## src/rtl/fifo_mlab_thresh.sv

```systemverilog
// rtl/fifo_mlab_thresh.sv - single-clock MLAB FIFO with fill count, thresholds and show-ahead/registered read
// Optional sticky overflow/underflow flags are built when FIFO_ERR_FLAGS_EN is defined.
module fifo_mlab_thresh #(
  parameter int WIDTH        = 8,
  parameter int WIDTHU       = 4,
  parameter int AFULL_LEVEL  = 2**WIDTHU-2,
  parameter int AEMPTY_LEVEL = 1,
  parameter bit SHOWAHEAD    = 1'b1
) (
  input  logic             clk,
  input  logic             rst_n,
  input  logic             sclr,
  input  logic             wrreq,
  input  logic [WIDTH-1:0] data,
  input  logic             rdreq,
  output logic [WIDTH-1:0] q,
  output logic             empty,
  output logic             full,
  output logic             almost_empty,
  output logic             almost_full,
`ifdef FIFO_ERR_FLAGS_EN
  output logic             overflow,
  output logic             underflow,
`endif
  output logic [WIDTHU:0]  usedw
);

  localparam int DEPTH = 2**WIDTHU;
  localparam logic [WIDTHU:0] DEPTH_C  = DEPTH[WIDTHU:0];
  localparam logic [WIDTHU:0] AFULL_C  = AFULL_LEVEL[WIDTHU:0];
  localparam logic [WIDTHU:0] AEMPTY_C = AEMPTY_LEVEL[WIDTHU:0];

  // Thresholds must be ordered and fit inside the fill-count range.
  if (WIDTHU < 1 || AEMPTY_LEVEL < 0 || AEMPTY_LEVEL >= AFULL_LEVEL || AFULL_LEVEL > DEPTH) begin : g_param_check
    $error("fifo_mlab_thresh: illegal parameters (need 0 <= AEMPTY_LEVEL < AFULL_LEVEL <= DEPTH, WIDTHU >= 1)");
  end

  logic [WIDTH-1:0]  mem [DEPTH];
  logic [WIDTHU-1:0] rd_ptr;
  logic [WIDTHU-1:0] wr_ptr;
  logic [WIDTHU:0]   count;
  logic              rd_en;
  logic              wr_en;

  // Status flags decode the registered count, so they move together with usedw.
  always_comb begin
    empty        = (count == '0);
    full         = (count == DEPTH_C);
    almost_empty = (count <= AEMPTY_C);
    almost_full  = (count >= AFULL_C);
    usedw        = count;
  end

  // A read frees a slot when full, so a paired write is still accepted; sclr masks both.
  always_comb begin
    rd_en = rdreq & ~empty & ~sclr;
    wr_en = wrreq & (~full | rdreq) & ~sclr;
  end

  // Pointer and fill-count state; pointers wrap modulo DEPTH on their own.
  always_ff @(posedge clk or negedge rst_n) begin
    if (!rst_n) begin
      rd_ptr <= '0;
      wr_ptr <= '0;
      count  <= '0;
    end else if (sclr) begin
      rd_ptr <= '0;
      wr_ptr <= '0;
      count  <= '0;
    end else begin
      if (wr_en) wr_ptr <= wr_ptr + 1'b1;
      if (rd_en) rd_ptr <= rd_ptr + 1'b1;
      case ({wr_en, rd_en})
        2'b10:   count <= count + 1'b1;
        2'b01:   count <= count - 1'b1;
        default: count <= count;
      endcase
    end
  end

  // Storage array without reset so it maps onto MLAB/LUTRAM.
  always_ff @(posedge clk) begin
    if (wr_en) mem[wr_ptr] <= data;
  end

  generate
    if (SHOWAHEAD) begin : g_showahead
      // Head entry is presented asynchronously; meaningless while empty.
      always_comb begin
        q = mem[rd_ptr];
      end
    end else begin : g_registered
      // Registered read port: captures the head word only on an accepted read.
      always_ff @(posedge clk or negedge rst_n) begin
        if (!rst_n)     q <= '0;
        else if (sclr)  q <= '0;
        else if (rd_en) q <= mem[rd_ptr];
      end
    end
  endgenerate

`ifdef FIFO_ERR_FLAGS_EN
  // Sticky error flags for requests the FIFO had to reject; only reset or sclr clears them.
  always_ff @(posedge clk or negedge rst_n) begin
    if (!rst_n) begin
      overflow  <= 1'b0;
      underflow <= 1'b0;
    end else if (sclr) begin
      overflow  <= 1'b0;
      underflow <= 1'b0;
    end else begin
      if (wrreq & full & ~rdreq)   overflow  <= 1'b1;
      if (rdreq & empty & ~wrreq)  underflow <= 1'b1;
    end
  end
`endif

endmodule

```

## config.mk

```make
export PLATFORM = sky130hd
export DESIGN_NAME = fifo_mlab_thresh
export DESIGN_NICKNAME = d
export VERILOG_FILES = /design/src/rtl/fifo_mlab_thresh.sv
export SDC_FILE = /design/constraint.sdc
export NUM_CORES = 1
export LEC_CHECK = 0
export BUFFER_PORTS_ARGS = -buffer_cell sky130_fd_sc_hd__buf_2
export CAP_MARGIN = 20
export CORE_MARGIN = 2
export CORE_UTILIZATION = 35
export DETAILED_ROUTE_END_ITERATION = 6
export HOLD_SLACK_MARGIN = 0.03
export PLACE_DENSITY_LB_ADDON = 0.12
export SKIP_CTS_REPAIR_TIMING = 1
export SYNTH_ARGS = -nofsm -noshare
export SYNTH_HDL_FRONTEND = slang
export SYNTH_SLANG_ARGS = --single-unit
```

## constraint.sdc

```tcl
create_clock -name clk -period 5.6 [get_ports clk]
set_input_delay 0 -clock clk [delete_from_list [all_inputs] [get_ports clk]]
set_output_delay 0 -clock clk [all_outputs]
set_load 0.02 [all_outputs]
```

# Word-level counts from Yosys, hierarchy flattened
# Memory sizes are Yosys's and may differ from the RTL's.
# Cells that the tools add are included.
dict set report op_classes {
  order_cmp 2
  add_sub_neg 4
  reduce_logical 4
  bitwise_logic 8
  eq_ne 3
  mux 8
}
# op n
set op_table {}
lappend op_table {{two-way mux 4 bit} 4}
lappend op_table {{case mux 5 bit (2 select lines)} 1}
lappend op_table {{adder 4 x 1 -> 4 bit, second input constant} 2}
lappend op_table {{adder 5 x 1 -> 5 bit, second input constant} 1}
lappend op_table {{== test 5 bit, second input constant} 1}
lappend op_table {{>= comparator 5 x 4 -> 1 bit, second input constant} 1}
lappend op_table {{less-or-equal comparator 5 x 1 -> 1 bit, second input constant} 1}
lappend op_table {{zero test 5 bit} 1}
lappend op_table {{two-way mux 5 bit} 1}
lappend op_table {{subtractor 5 x 1 -> 5 bit, second input constant} 1}
lappend op_table {{AND 1 bit} 4}
lappend op_table {{nonzero test 2 bit} 2}
lappend op_table {{NOT 1 bit} 3}
lappend op_table {{nonzero test 3 bit} 1}
lappend op_table {{== test 2 x 1 -> 1 bit, second input constant} 1}
lappend op_table {{== test 2 bit, second input constant} 1}
lappend op_table {{two-way mux 1 bit} 2}
lappend op_table {{OR 1 bit} 1}
dict set report word_totals {
  inputBits 13
  register_bits 13
  elab_cells 33
  ram_bits 128
  memories 1
}
# name depth word_bits rd rd_clocked_by_memory_dff wr line_no
set memory_table {}
lappend memory_table {mem 16 8 1 0 1 38} ;# logic [WIDTH-1:0] mem [DEPTH];

# Depth between registers and ports, before layout
# Gate-level depths: netlist (run 1).
dict set report depth {
  word_depth 8
  mapped_depth 7
  mapped_depth_nobuf 7
}

# Least setup slack after synthesis (run 1)
# No wires, ideal clock.
dict set report synth_path {
  kind {register to register}
  from {reg count[1], in the netlist usedw[1]}
  to {mem mem[0][0] (enable)}
  setup_slack_ps 2822
  arrival_time_ps 2394
  n_path_buf 0
  path_stages_with_launch 8
  period_less_slack_ps 2778
  path_cell_list {dfrtp_1 -> inv_1 -> ha_1 -> nand4bb_1 -> inv_2 -> a211oi_1 -> nand2_1 -> nor3_1}
}
dict set report synth_via {
  elab_chain_len 7
}
# element line_no
set synth_lines {}
lappend synth_lines {{start: declaration} 41} ;# logic [WIDTHU:0] count;
lappend synth_lines {{start signal: assignment} 74} ;# 2'b10: count <= count + 1'b1;
lappend synth_lines {{start signal: assignment} 75} ;# 2'b01: count <= count - 1'b1;
lappend synth_lines {{start signal: assignment} 76} ;# default: count <= count;
lappend synth_lines {{== test 5 bit} 48} ;# full = (count == DEPTH_C);
lappend synth_lines {{net full} 18} ;# output logic full,
lappend synth_lines {{NOT 1 bit} 57} ;# wr_en = wrreq & (~full | rdreq) & ~sclr;
lappend synth_lines {{OR 1 bit} 57}
lappend synth_lines {{AND 1 bit (2 in series)} 57}
lappend synth_lines {{two-way mux 1 bit} 83} ;# if (wr_en) mem[wr_ptr] <= data;
lappend synth_lines {{two-way mux 1 bit (not written as such)} 83}
lappend synth_lines {{end: declaration} 38}
# The timed path passes the listed nets, and every way through them passes these cells.

# Final worst setup path (run 1)
dict set report layout_path {
  from {reg count[1], in the netlist usedw[1]}
  to {mem mem[2][0] (enable)}
}
dict set report layout_via {
  elab_chain_len 7
}
# element line_no
set layout_lines {}
lappend layout_lines {{== test 5 bit} 48}
lappend layout_lines {{NOT 1 bit} 57}
lappend layout_lines {{OR 1 bit} 57}
lappend layout_lines {{AND 1 bit (2 in series)} 57}
lappend layout_lines {{two-way mux 1 bit} 83}
lappend layout_lines {{two-way mux 1 bit (not written as such)} 83}
# Every way passes these cells.

==> results of run 1 <==
## placed cells by master, fill, tap and decap left out, drive strengths merged, types with 3 or more instances in the layout
master / netlist / routed
a22oi: 16 / 16
nor2: 24 / 24
clkinvlp: 0 / 5
clkinv: 1 / 4
nand2b: 3 / 3
clkbuf: 10 / 20
dlygate4sd3: 0 / 6
mux4: 32 / 32
a21oi: 3 / 3
ha: 10 / 10
nor3: 8 / 8
edfxtp: 128 / 128
o211ai: 3 / 3
inv: 8 / 10
bufinv: 0 / 4
nand3: 4 / 4
xnor2: 5 / 5
nand2: 20 / 20
buf: 7 / 32
nor2b: 3 / 3
dfrtp: 13 / 13
## logic make-up after synthesis
| kind of cell | count (synthesis) | share of synthesized area |
|---|---|---|
| adder cells (fa/ha/maj) | 11 | 0.0235 |
| flip-flops | 141 | 0.718 |
| XOR/XNOR | 7 | 0.0106 |
| buffers and inverters | 26 | 0.0181 |
| multiplexers | 35 | 0.130 |
| AND/OR/NAND/NOR | 73 | 0.0608 |
| AO/OA/AOI/OAI | 31 | 0.0388 |
## flip-flops by register name, indices dropped and copies added, names as in the netlist
register,flops
wr_ptr,4
mem,128
rd_ptr,4
usedw,5
## layer usage
layer	global-route usage	routed length [um]	vias to the layer above
met2	0.234	6100	90
met1	0.228	6110	1564
met4	0.0573	152	0
met5	0	0	-
li1	-	-	1372
met3	0.0437	757	8
## power groups by stage
stage	Sequential [mW]	Combinational [mW]	Clock (mW)
4_1_cts	1.24	0.635	1.19
3_3_place_gp	1.26	0.639	0
6_report	1.24	0.622	1.17
3_5_place_dp	1.27	0.633	0
5_1_grt	1.25	0.679	1.23
2_1_floorplan	1.23	0.476	0
## stage by stage
stage          utilization  hold slack (ps)
3_5_place_dp         0.376            -77.1
3_3_place_gp         0.376            -75.5
5_1_grt              0.419             33.0
6_report             0.419             30.3
2_1_floorplan            -             -296
4_1_cts              0.414             -529
## path summary, 6_finish.rpt
check | from | end | slack, ps | depth (start not counted)
max | usedw[1] | mem[2][0] | 2490 | 7
min | rst_n | rd_ptr[1] | 30 | 2
max reg2reg | usedw[1] | mem[2][0] | 2490 | 7
min reg2reg | wr_ptr[1] | wr_ptr[1] | 620 | 2
max in group asynchronous | rst_n | rd_ptr[0] | 5290 | 2
min in group clk | rdreq | rd_ptr[2] | 30 | 4
## critical path, stage by stage, from the launching register on
cell       delay (ps)
dfrtp_1           490
inv_1             170
ha_1              230
nand4bb_1         160
inv_2              70
a211oi_1          500
nand2_1           280
nor3_1            830
## layout make-up
class / count / share of cell area
well taps: 220 / 0.0401
multi-input cells: 157 / 0.223
inverters: 9 / 0.00510
repair buffers: 40 / 0.0350
flip-flops and latches: 141 / 0.607
clock inverters: 14 / 0.0280
clock buffers: 18 / 0.0625
==> flow_summary.toml, run 1 <==
[power_and_ir_drop]
power.switching_fraction = 0.272
power_mw = 3.03
power.density_mw_per_mm2 = 442
comb_power_share = 0.205
power_leakage_nw = 2.27
power.switching_mw = 0.824
pwr-share-clk = 0.386
p_int_mw = 2.21
sequentialPowerShare = 0.409
vdd_drop_max_uv = 243

[synth]
syn-num-nets = 347
avgSynthCellArea_um2 = 17.9
synth-seq-cells = 141
synth_seq_area_share = 0.718
synth_area_mm2 = 0.00580
synth_warnings = 0
synth-edff-count = 128
yosysMostFrequentCell = "edfxtp_1"
synth_flop_cell = "edfxtp_1"
synth_async_sr_flop_share = 0.0922
ys_top_cells_by_area = "edfxtp_1 (66%), mux4_2 (12%), dfrtp_1 (5.6%)"
yosysTopAreaCell = "edfxtp_1"
synth_top_area_frac = 0.662
ys_top_cells_by_count = "edfxtp_1 (128), mux4_2 (32), nor2_1 (23), nand2_1 (20), a22oi_1 (16)"
ys_types = 42
synthCells = 324

[route]
wl_per_cell_um = 21.9
via_per_inst = 5.07
route.detailed.drc = 0
drtIter0Drc = 295
wirelength_um = 13100
drt_pass1_iterations = 4
detail-route-antenna-nets = 0
dr_total_vias = 3034

[die]
top_level_ports = 30
core_mm2 = 0.0164
num_rows = 47
dieArea_mm2 = 0.0176
fp.dieH_um = 133
initial_utilization = 0.354
dieWidth_um = 133

[finish]
fin_nets = 389
diodes = 0
final_cells = 599
register_area_mm2 = 0.00417
area_growth_pct = 18.4
design_area_mm2 = 0.00687
n_fill_cell = 1466
drive_above_1_share = 0.277
multi_input_area_mm2 = 0.00153

[global_route]
grt_pass1_vias = 3095
grt_usage = 0.159
gr-total-overflow = 0
grt_start_max_net_pins = 36
grt_pass1_wl_um = 19800
antenna_found_initial = 0

[cts]
clk_latency_ps = 410
cts_tree = "yes"
numCtsBuffers = 17
clk_pin_slew_ps = 60
clock_sinks = 141
cts_buffer_depth = 2
clockRootBuffer = "clkbuf_16"
htreeDepth = 4

[setup_path]
required_ps = 5630
path_class = "reg2reg"
crit_path_start_kind = "register"
arrival_ps = 3130
cp-end-kind = "register"
path_max_fanout = 9

[sta]
period_minus_slack_ps = 3110
relSlewSlack = 0.326
setup_tns_ps = 0
clock-skew-final_ps = 9.18
slew_violations = 0
setup_viol = 0
hold_viol = 0
finalCritPeriodShare = 0.555
worst_slack_ps = 2490
grt_setup_unrepaired = "false"
timing.fmax_mhz = 322
tightest_slew_ps = 1000

[outcome]
status = "complete, no violations"

[placement]
port_buffers = 29
gp_congestion = 0.768
dp_cells = 558
place_ws_ps = 2270
hpwlAfterDp_um = 8480
placed_area_mm2 = 0.00617

[run]
maxCapViolCount = 0

[worst_hold_path]
hold_class = "in2async"
Power figures use the tool's default switching activity.
==> inputs of run 2 (changes only) <==
==> constraint.sdc (replaced) <==
create_clock -name clk -period 3 [get_ports clk]
set_input_delay 0 -clock clk [delete_from_list [all_inputs] [get_ports clk]]
set_output_delay 0 -clock clk [all_outputs]
set_load 0.02 [all_outputs]
==> run 2 against run 1 <==
Hold slack lost 0.62 ps. Largest cell class unchanged. Sequential cell count is the same. Highest routed layer unchanged. Sequential power grew 81%. Total power grew 89%. Die area is the same. Clock-buffer cell count is the same. Global-route usage shrank 0.23 points. Sequential share of layout area shrank 1.6 points. Cell area grew 2.6%. Combinational power grew 100%. Via count grew 0.59%.
==> flow_summary.toml, run 2 (synthesis gave the netlist of run 1 again) <==
[setup_path]
path_max_fanout = 9
required_ps = 3110
path_cells = "inv_1 -> ha_1 -> nand4bb_1 -> inv_2 -> a211oi_1 -> nand2_1 -> nor3_1 -> buf_4"
crit_buf_inv = 3
slowest_delay_ps = 520
critPathTopFamily = "simple AND/OR/NAND/NOR gates"
arrival_ps = 2730
crit_slowest_cell = "a211oi_1"
crit_path_start_kind = "register"
cp-end-kind = "register"
path_class = "reg2reg"

[sta]
finalCritPeriodShare = 0.872
hold_viol = 0
tightest_slew_ps = 759
hold_ws_ps = 29.7
clock-skew-final_ps = 14.4
setup_viol = 0
timing.fmax_mhz = 382
relSlewSlack = 0.493
slew_violations = 0
period_minus_slack_ps = 2620
setup_tns_ps = 0
grt_setup_unrepaired = "false"

[finish]
largest_reg_flops = 128
area_growth_pct = 21.5
final_common_cell = "edfxtp_1"
multi_input_area_mm2 = 0.00153
utilization = 0.430
register_area_mm2 = 0.00417
drive_above_1_share = 0.295
final_cell_mix = "edfxtp_1 (128), mux4_2 (32), buf_2 (29)"
fin_nets = 410
largest_register = "mem"
diodes = 0
n_fill_cell = 1444

[global_route]
antenna_found_initial = 0
grt_pass1_wl_um = 19600
grt_start_max_net_pins = 36
gr-total-overflow = 0
grt_pass1_vias = 3146
grt_usage = 0.157

[route]
wirelength_um = 12700
via_per_inst = 4.92
drt_pass1_iterations = 4
drtIter0Drc = 266
detail-route-antenna-nets = 0
dr_total_vias = 3052
route.detailed.drc = 0
wl_per_cell_um = 20.5

[cts]
cts_buffer_depth = 2
numCtsBuffers = 17
htreeDepth = 4
clockRootBuffer = "clkbuf_16"
cts_tree = "yes"
clk_latency_ps = 420
clock_sinks = 141
clk_pin_slew_ps = 60

[power_and_ir_drop]
vdd_drop_max_uv = 402
power_leakage_nw = 2.39
power.density_mw_per_mm2 = 812

[die]
dieWidth_um = 133
num_rows = 47
dieArea_mm2 = 0.0176
top_level_ports = 30
initial_utilization = 0.354
fp.dieH_um = 133
core_mm2 = 0.0164

[placement]
port_buffers = 29
hpwlAfterDp_um = 8340
gp_congestion = 0.771

[outcome]
status = "complete, no violations"

[worst_hold_path]
hold_class = "in2reg"

[run]
maxCapViolCount = 0
## run 2: changes by cell type in the layout (fill, tap and decap cells not counted), moves of 2 or more
cell,previous run,this run
clkbuf_4,2,0
inv_6,2,0
clkinvlp_4,5,3
dlygate4sd3_1,6,12
clkinv_1,1,3
clkinv_2,2,4
buf_4,2,20
## run 2: worst paths after layout
| kind | cells after the start | to | slack (ps) | start |
|---|---|---|---|---|
| min in group asynchronous | 3 | rd_ptr[0] | 510 | rst_n |
| min | 4 | rd_ptr[2] | 30 | rdreq |
| max reg2reg | 8 | mem[1][0] | 380 | usedw[1] |
| max in group asynchronous | 4 | usedw[1] | 1580 | rst_n |
| min reg2reg | 2 | wr_ptr[1] | 630 | wr_ptr[1] |
| max | 8 | mem[1][0] | 380 | usedw[1] |
## run 2: metal layers
layer | vias to the layer above | wire length, um | global-route usage
met5 | - | 0 | 0
met4 | 0 | 163 | 0.0585
met1 | 1565 | 5820 | 0.216
met3 | 11 | 613 | 0.0464
li1 | 1416 | - | -
met2 | 60 | 6080 | 0.237
## run 2: cell type report
cell class,instances,share of cell area
multi-input cells,157,0.217
clock buffers,18,0.0608
well taps,220,0.0390
repair buffers,61,0.0589
flip-flops and latches,141,0.591
clock inverters,14,0.0282
inverters,9,0.00497
## run 2: tightest hold or removal path, delay by kind of cell
family	cells	cell delay, ps
xor+xnor	1	60
buf+inv	1	160
simple gates	2	180
## run 2: where the power goes
group | switching [mW] | internal, mW
logic | 0.696 | 0.559
clock network | 0.765 | 1.46
registers | 0.0550 | 2.20
## run 2: stage by stage
| stage | instances | area, um^2 | power, mW | setup WS, ps |
|---|---|---|---|---|
| floorplan | 324 | 5800 | 3.19 | 222 |
| global placement | 576 | 6300 | 3.56 | 502 |
| detailed placement | 576 | 6300 | 3.56 | 386 |
| CTS | 608 | 6930 | 5.79 | 373 |
| global route | 620 | 7050 | 5.99 | 80.4 |
| finish | 620 | 7050 | 5.73 | 385 |
